`src/rtl/write_back_buffer.sv`:
```
// Write-back buffer: absorbs dirty evictions from the LRU cache, merges repeat
// evictions of the same tag, drains them one at a time to lower memory over a
// req/ack handshake, and offers a combinational forwarding lookup.
module write_back_buffer #(
    parameter int unsigned DEPTH       = 4,
    parameter int unsigned TAG_WIDTH   = 2,
    parameter int unsigned VALUE_WIDTH = 32
) (
    input  logic                     clk,
    input  logic                     rst,
    input  logic                     evict_valid,
    input  logic [TAG_WIDTH-1:0]     evict_tag,
    input  logic [VALUE_WIDTH-1:0]   evict_value,
    output logic                     full,
    output logic                     empty,
    output logic [$clog2(DEPTH):0]   count,
    output logic                     overflow,
    output logic                     mem_req,
    output logic [TAG_WIDTH-1:0]     mem_tag,
    output logic [VALUE_WIDTH-1:0]   mem_value,
    input  logic                     mem_ack,
    input  logic [TAG_WIDTH-1:0]     lookup_tag,
    output logic                     lookup_hit,
    output logic [VALUE_WIDTH-1:0]   lookup_value
);

    localparam int unsigned PTR_W = $clog2(DEPTH);
    localparam int unsigned CNT_W = PTR_W + 1;

    typedef enum logic {IDLE, BUSY} state_t;

    state_t                 state_q, state_d;
    logic [DEPTH-1:0]       vld_q;
    logic [TAG_WIDTH-1:0]   tag_q [DEPTH];
    logic [VALUE_WIDTH-1:0] val_q [DEPTH];
    logic [PTR_W-1:0]       head_q, tail_q;
    logic [CNT_W-1:0]       count_q;

    logic                   co_hit;
    logic [PTR_W-1:0]       co_idx;
    logic                   pop, push_app, drop;
    logic                   mem_req_d;
    logic [TAG_WIDTH-1:0]   mem_tag_d;
    logic [VALUE_WIDTH-1:0] mem_value_d;

    assign count = count_q;
    assign empty = (count_q == '0);
    assign full  = (count_q == CNT_W'(DEPTH));

    // Coalesce match: find a pending entry with the evicted tag, skipping the in-flight head
    always_comb begin
        co_hit = 1'b0;
        co_idx = '0;
        for (int unsigned i = 0; i < DEPTH; i++) begin
            if (vld_q[i] && (tag_q[i] == evict_tag) &&
                !((state_q == BUSY) && (PTR_W'(i) == head_q))) begin
                co_hit = 1'b1;
                co_idx = PTR_W'(i);
            end
        end
    end

    assign pop      = (state_q == BUSY) && mem_ack;
    assign push_app = evict_valid && !co_hit && (!full || pop);
    assign drop     = evict_valid && !co_hit && full && !pop;

    // Forwarding lookup: head match first, any younger match overrides it
    always_comb begin
        lookup_hit   = 1'b0;
        lookup_value = '0;
        if (vld_q[head_q] && (tag_q[head_q] == lookup_tag)) begin
            lookup_hit   = 1'b1;
            lookup_value = val_q[head_q];
        end
        for (int unsigned i = 0; i < DEPTH; i++) begin
            if (vld_q[i] && (tag_q[i] == lookup_tag) && (PTR_W'(i) != head_q)) begin
                lookup_hit   = 1'b1;
                lookup_value = val_q[i];
            end
        end
    end

    // Drain FSM next state and request outputs; a same-edge merge into the head is forwarded
    always_comb begin
        state_d     = state_q;
        mem_req_d   = mem_req;
        mem_tag_d   = mem_tag;
        mem_value_d = mem_value;
        case (state_q)
            IDLE: begin
                if (!empty) begin
                    state_d     = BUSY;
                    mem_req_d   = 1'b1;
                    mem_tag_d   = tag_q[head_q];
                    mem_value_d = (evict_valid && co_hit && (co_idx == head_q)) ?
                                  evict_value : val_q[head_q];
                end
            end
            BUSY: begin
                if (mem_ack) begin
                    state_d   = IDLE;
                    mem_req_d = 1'b0;
                end
            end
            default: state_d = IDLE;
        endcase
    end

    // State, request registers, pointers, occupancy and sticky overflow
    always_ff @(posedge clk or posedge rst) begin
        if (rst) begin
            state_q   <= IDLE;
            mem_req   <= 1'b0;
            mem_tag   <= '0;
            mem_value <= '0;
            vld_q     <= '0;
            head_q    <= '0;
            tail_q    <= '0;
            count_q   <= '0;
            overflow  <= 1'b0;
        end else begin
            state_q   <= state_d;
            mem_req   <= mem_req_d;
            mem_tag   <= mem_tag_d;
            mem_value <= mem_value_d;
            if (pop) begin
                vld_q[head_q] <= 1'b0;
                head_q        <= head_q + PTR_W'(1);
            end
            if (push_app) begin
                vld_q[tail_q] <= 1'b1;
                tail_q        <= tail_q + PTR_W'(1);
            end
            if (drop) begin
                overflow <= 1'b1;
            end
            count_q <= count_q + CNT_W'(push_app) - CNT_W'(pop);
        end
    end

    // Entry payload storage: append at tail or merge in place
    always_ff @(posedge clk) begin
        if (evict_valid && co_hit) begin
            val_q[co_idx] <= evict_value;
        end
        if (push_app) begin
            tag_q[tail_q] <= evict_tag;
            val_q[tail_q] <= evict_value;
        end
    end

endmodule

```
`config.mk`:
```
export PLATFORM = sky130hd
export DESIGN_NAME = write_back_buffer
export DESIGN_NICKNAME = d
export VERILOG_FILES = /design/src/rtl/write_back_buffer.sv
export SDC_FILE = /design/constraint.sdc
export NUM_CORES = 1
export LEC_CHECK = 0
export ABC_AREA = 1
export CAP_MARGIN = 20
export CORE_AREA = 10 10 144 146
export DETAILED_ROUTE_END_ITERATION = 6
export DIE_AREA = 0 0 154 156
export GPL_ROUTABILITY_DRIVEN = 0
export GPL_TIMING_DRIVEN = 0
export PLACE_DENSITY = 0.78
export SLEW_MARGIN = 20
export SYNTH_ARGS = -nofsm -noshare
export SYNTH_HDL_FRONTEND = slang
export SYNTH_SLANG_ARGS = --single-unit
```
`constraint.sdc`:
```
create_clock -name clk -period 9.7 [get_ports clk]
set_input_delay 1.94 -clock clk [delete_from_list [all_inputs] [get_ports clk]]
set_output_delay 1.94 -clock clk [all_outputs]
set_load 0.01 [all_outputs]
```
Word-level counts from Yosys, hierarchy flattened --
Memory sizes are Yosys's and may differ from the RTL's. Index checks and enable logic that the tools add are counted.
Operators by class: $add $sub $neg 4, $mul 0, div/mod/pow operators 0, $lt $le $gt $ge 4, eq/ne operators 19, shift-type cells 0, multiplexer cells 39, bitwise operators 5, reductions and logical operators 44
Operators by type and width (count):
- 32-bit 2-to-1 mux | 7
- 32-bit OR reduction | 1
- 1-bit logical AND | 30
- 1-bit 2-to-1 mux | 22
- 2-bit == test | 10
- 4-bit 2-to-1 mux | 2
- 1-bit logical NOT | 7
- 2-bit by 3-bit < comparator with 1-bit output (second input constant) | 2
- 2-bit 2-to-1 mux | 3
- 2-bit by 1-bit adder with 2-bit output (second input constant) | 2
- 4-bit AND | 1
- 1-bit demux with 2-bit select | 2
- 2-bit == test (first input constant) | 2
- 2-bit by 1-bit greater-or-equal comparator with 1-bit output (second input constant) | 2
- 2-bit inequality test (first input constant) | 2
- 2-bit inequality test (second input constant) | 2
- 4-bit inverter | 1
- 4-bit OR | 1
- 1-bit one-hot mux with 2 select lines | 2
- 2-bit AND reduction | 2
- 3-bit by 1-bit adder with 3-bit output | 1
- 3-bit == test (second input constant) | 1
- 3-bit logical NOT | 1
- 3-bit by 1-bit subtractor with 3-bit output | 1
- 7 further kinds | 8
Word-level totals: flip-flop bits (word level) 48, latch bits 0, memory bits (writable) 136, memory bits (read-only) 0, bits of input ports 40, output and inout port bits 74, word-level logic and storage cells 126, memories 2
Memories:
- val_q | words 4, bits a word 32, rd ports 5, clocked after Yosys merged registers in 0, wr ports 1, line 35 | logic [VALUE_WIDTH-1:0] val_q [DEPTH];
- tag_q | words 4, bits a word 2, rd ports 5, clocked after Yosys merged registers in 0, wr ports 1, line 34 | logic [TAG_WIDTH-1:0] tag_q [DEPTH];

Logic depth before layout (Yosys ltp) --
depth after elaboration 15, mapped depth 18, depth with buffers taken out 16

Worst setup path before layout --
Ideal clock, no wire load.
path kind input -> output, start input port lookup_tag[0], end output port lookup_value[0], arrival 3.032 ns, required time 7.760 ns, slack 4.728 ns, stages on the path 10, path buffers 1, cell sequence inv_2 > or2_0 > o211ai_1 > nor2_2 > inv_1 > nand2_1 > clkbuf_1 > nor2_1 > nand2_1 > nand2_1
On the way: cells in the longest elaborated chain, start to end 7, elaborated cells between the ends (all ways) 19, classes of those cells eq/ne (5); mux (5); reduce/logical (9)
RTL lines:
- start: declaration | line 22 | input logic [TAG_WIDTH-1:0] lookup_tag,
- 2-bit == test (on tied branches) | line 71, 76
- 1-bit logical AND (on tied branches) | line 71, 76
- 32-bit 2-to-1 mux or 1-bit logical AND (tied branches) | line 71, 76
- 32-bit 2-to-1 mux (3 in a row) | line 76 | if (vld_q[i] && (tag_q[i] == lookup_tag) && (PTR_W'(i) != head_q)) begin
- 32-bit 2-to-1 mux * | line 76
- end: declaration | line 24 | output logic [VALUE_WIDTH-1:0] lookup_value
Mark *: on every way between the ends. The rest lies on a longest branch, timed or not.

Worst setup path after layout --
start input port lookup_tag[0], end output port lookup_value[30]
Same word-level chain as after synthesis.

==> impl_metrics.py <==
metrics = {
    "hold_path": {
        "hp-class": "reg -> reg",
    },
    "routing": {
        "drt-initial-drc-count": 1440,
        "wl_mm": 30.1,
        "ant_nets": 0,
        "vias": 8725,
        "route.detailed.drc": 0,
        "wl_per_cell_um": 20.1,
        "avgViaCountPerCell": 5.83,
        "drtPass1Iterations": 6,
    },
    "synthesis": {
        "synth_enable_flop_cells": 136,
        "synth_mux_area_share_pct": 0,
        "avgSynthCellArea_um2": 8.63,
        "synth_cells": 1117,
        "synthesis.nets": 1167,
        "synth_top_family_by_area": "simple AND/OR/NAND/NOR gates",
        "syn_area_um2": 9630,
        "synth_compound_area_share_pct": 9.79,
        "synth_seq_cells": 184,
        "async_reset_ff_share_pct": 26.1,
        "synth_xor_area_share_pct": 0.545,
        "synthSimpleGateAreaFrac_pct": 25.1,
        "seq_area_frac_synth_pct": 54.9,
        "yosysUniqueCellTypes": 37,
        "ys_warn_count": 0,
        "synthFlopType": "edfxtp_1",
        "yosys.area_share.adder_pct": 1.38,
    },
    "status": {
        "status": "complete, no violations",
    },
    "setup_path": {
        "worstPathRequired_ns": 7.76,
        "crit_path_end": "lookup_value[30]",
        "arrival_ns": 4.81,
        "worstSetupPathType": "in -> out",
        "r2r_end": "val_q[3][20]$_DFFE_PP_",
        "path_max_fanout": 10,
        "r2r_start": "head_q[1]$_DFFE_PP0P_",
        "end_kind": "output port",
        "startpoint": "lookup_tag[0]",
        "r2r_slack_ns": 5.53,
        "worstSetupStartpointType": "input pin",
        "r2r_cells": 19,
    },
    "sta": {
        "max-slew-margin-rel_pct": 48.2,
        "slew_viol_final": 0,
        "setup_viol": 0,
        "fin_tns_setup_ns": 0,
        "skew_ns": 0.0106,
        "rsz0062_at_grt": "false",
        "min_period_over_period_pct": 69.5,
        "worst_slew_pin_slew_ns": 0.777,
        "fmax_ghz": 0.148,
        "hold_violations": 0,
        "layout_min_cycle_time_ns": 6.75,
    },
    "clock_network": {
        "post-cts-setup-buffers": 0,
        "clock_latency_ns": 0.44,
        "cts.repair.resized": 0,
        "clk_pin_slew_ns": 0.07,
        "cts_tree": "built",
        "cts_made_buffers": 17,
        "clock_sinks": 184,
        "holdBufCountCts": 0,
        "cts_buffer_depth": 2,
        "cts_max_level": 4,
        "cts_root_buffer": "clkbuf_16",
    },
    "power": {
        "peakVddDrop_uv": 210,
        "power_density_nw_per_um2": 357,
        "fin_total_pwr_mw": 4.24,
        "p_leak_nw": 5.27,
    },
    "cells_and_area": {
        "drive_above_1_share_pct": 7.97,
        "syn2layout_area_growth_pct": 23.3,
        "stdcell_area_um2": 11900,
        "fin_util_pct": 66.6,
        "fin_nets": 1305,
        "antenna_cells": 0,
    },
    "placement": {
        "hpwl_mm": 20.0,
        "numPortBuffers": 113,
        "placed_area_um2": 11200,
    },
    "run": {
        "max_cap_viol_count": 0,
    },
    "grt": {
        "track_usage_pct": 24.5,
        "met3_usage_pct": 6.01,
        "gr-usage-met2_pct": 38.7,
        "overflow": 0,
        "grt_pass1_vias": 8490,
        "grt_util_met1_pct": 31.7,
        "antenna_found_initial": 0,
        "grt_busiest_layer": "met2",
        "grt_pass1_wl_mm": 46.6,
        "grt_max_degree": 31,
    },
    "die": {
        "core_area_um2": 17800,
        "io_pins": 114,
        "die_y_um": 156,
        "dieArea_um2": 24000,
        "start_util_pct": 54.0,
        "chipWidth_um": 154,
        "rows": 49,
    },
}
worst max-delay path: stages:
cell             delay [ns]
clkdlybuf4s50_1        0.50
inv_2                  0.13
nor2_1                 0.05
nor2_1                 0.09
nand3_1                0.29
inv_1                  0.29
clkbuf_1               0.54
a21oi_1                0.14
nand2_1                0.10
nand2_1                0.06
nand2_1                0.11
clkdlybuf4s50_1        0.56
where the power goes:
group	total (mW)	internal [mW]	switching [mW]
sequential	1.27	1.13	0.141
combinational	2.21	0.833	1.37
clock	0.765	0.456	0.309
total	4.24	2.41	1.82
cells in the mapped netlist (all sizes together) (2+ instances only):
| master | number | area (µm²) |
|---|---|---|
| inv | 120 | 450 |
| clkbuf | 24 | 90.1 |
| a22oi | 31 | 233 |
| xnor2 | 4 | 35.0 |
| nor2 | 91 | 375 |
| nand3 | 111 | 566 |
| o211ai | 6 | 45.0 |
| dfrtp | 48 | 1200 |
| a32oi | 31 | 272 |
| or2 | 3 | 18.8 |
| xor2 | 2 | 17.5 |
| nand2 | 376 | 1430 |
| ha | 9 | 113 |
| nor3 | 3 | 20.0 |
| edfxtp | 136 | 4080 |
| a21oi | 59 | 295 |
| buf | 42 | 259 |
| o21ai | 15 | 78.8 |
placed cells by master, fill, tap and decap left out, types with 5 or more instances in the layout:
cell type,Yosys,final
a21oi_1,59,59
a22oi_1,31,31
a32oi_1,31,31
buf_1,6,6
buf_2,24,24
buf_4,5,5
buf_6,7,7
clkbuf_1,24,24
clkbuf_16,0,18
clkdlybuf4s50_1,0,113
dfrtp_1,48,48
edfxtp_1,136,136
ha_1,9,9
inv_1,113,112
inv_2,7,8
nand2_1,370,370
nand2_2,5,5
nand3_1,109,109
nor2_1,85,81
nor2_4,1,5
o211ai_1,6,6
o21ai_0,14,14
sequential cells by signal, indices dropped and copies added (netlist names):
| signal | count |
|---|---|
| count | 3 |
| head_q | 2 |
| mem_req | 1 |
| mem_tag | 2 |
| mem_value | 32 |
| overflow | 1 |
| state_q | 1 |
| tag_q | 8 |
| tail_q | 2 |
| val_q | 128 |
| vld_q | 4 |
worst min path at each step:
stage	slack [ns]	from	depth (start not counted)	endpoint
6_report	0.48	overflow$_DFFE_PP0P_	1	overflow$_DFFE_PP0P_
4_1_cts	0.48	mem_value[14]$_DFFE_PP0P_	2	mem_value[14]$_DFFE_PP0P_
3_3_place_gp	0.46	mem_value[19]$_DFFE_PP0P_	2	mem_value[19]$_DFFE_PP0P_
5_1_grt	0.50	mem_value[30]$_DFFE_PP0P_	2	mem_value[30]$_DFFE_PP0P_
3_5_place_dp	0.46	mem_value[16]$_DFFE_PP0P_	2	mem_value[16]$_DFFE_PP0P_
2_1_floorplan	0.49	vld_q[2]$_DFF_PP0_	2	vld_q[2]$_DFF_PP0_
kinds of logic after synthesis:
family	Yosys count
DFF	184
and+or+nand+nor	585
xor gates and xnor gates	6
buffers and inverters	187
AOI/OAI and AO/OA	145
adders and majority gates	10
layer usage:
| metal | vias up | part of all wire, % |
|---|---|---|
| li1 | 3971 | - |
| met1 | 4016 | 38 |
| met2 | 635 | 47 |
| met3 | 103 | 12 |
| met4 | 0 | 3.3 |
| met5 | - | 0 |
cell type report:
| cell class | count | area, µm² |
|---|---|---|
| multi-input cells | 746 | 3580 |
| fillers | 1388 | 5960 |
| clock inverters | 13 | 188 |
| well taps | 229 | 287 |
| inverters | 121 | 454 |
| flip-flops and latches | 184 | 5290 |
| clock buffers | 19 | 464 |
| plain buffers | 66 | 349 |
| repair buffers | 119 | 1270 |
per-stage QoR:
stage	hold WS [ns]	std cells	setup WS, ns
floorplan	0.494	1117	4.73
global placement	0.464	1459	2.87
detailed placement	0.465	1465	3.07
CTS	0.483	1497	3.06
global route	0.496	1497	2.78
finish	0.478	1497	2.95
(Power assumes the default switching activity.)
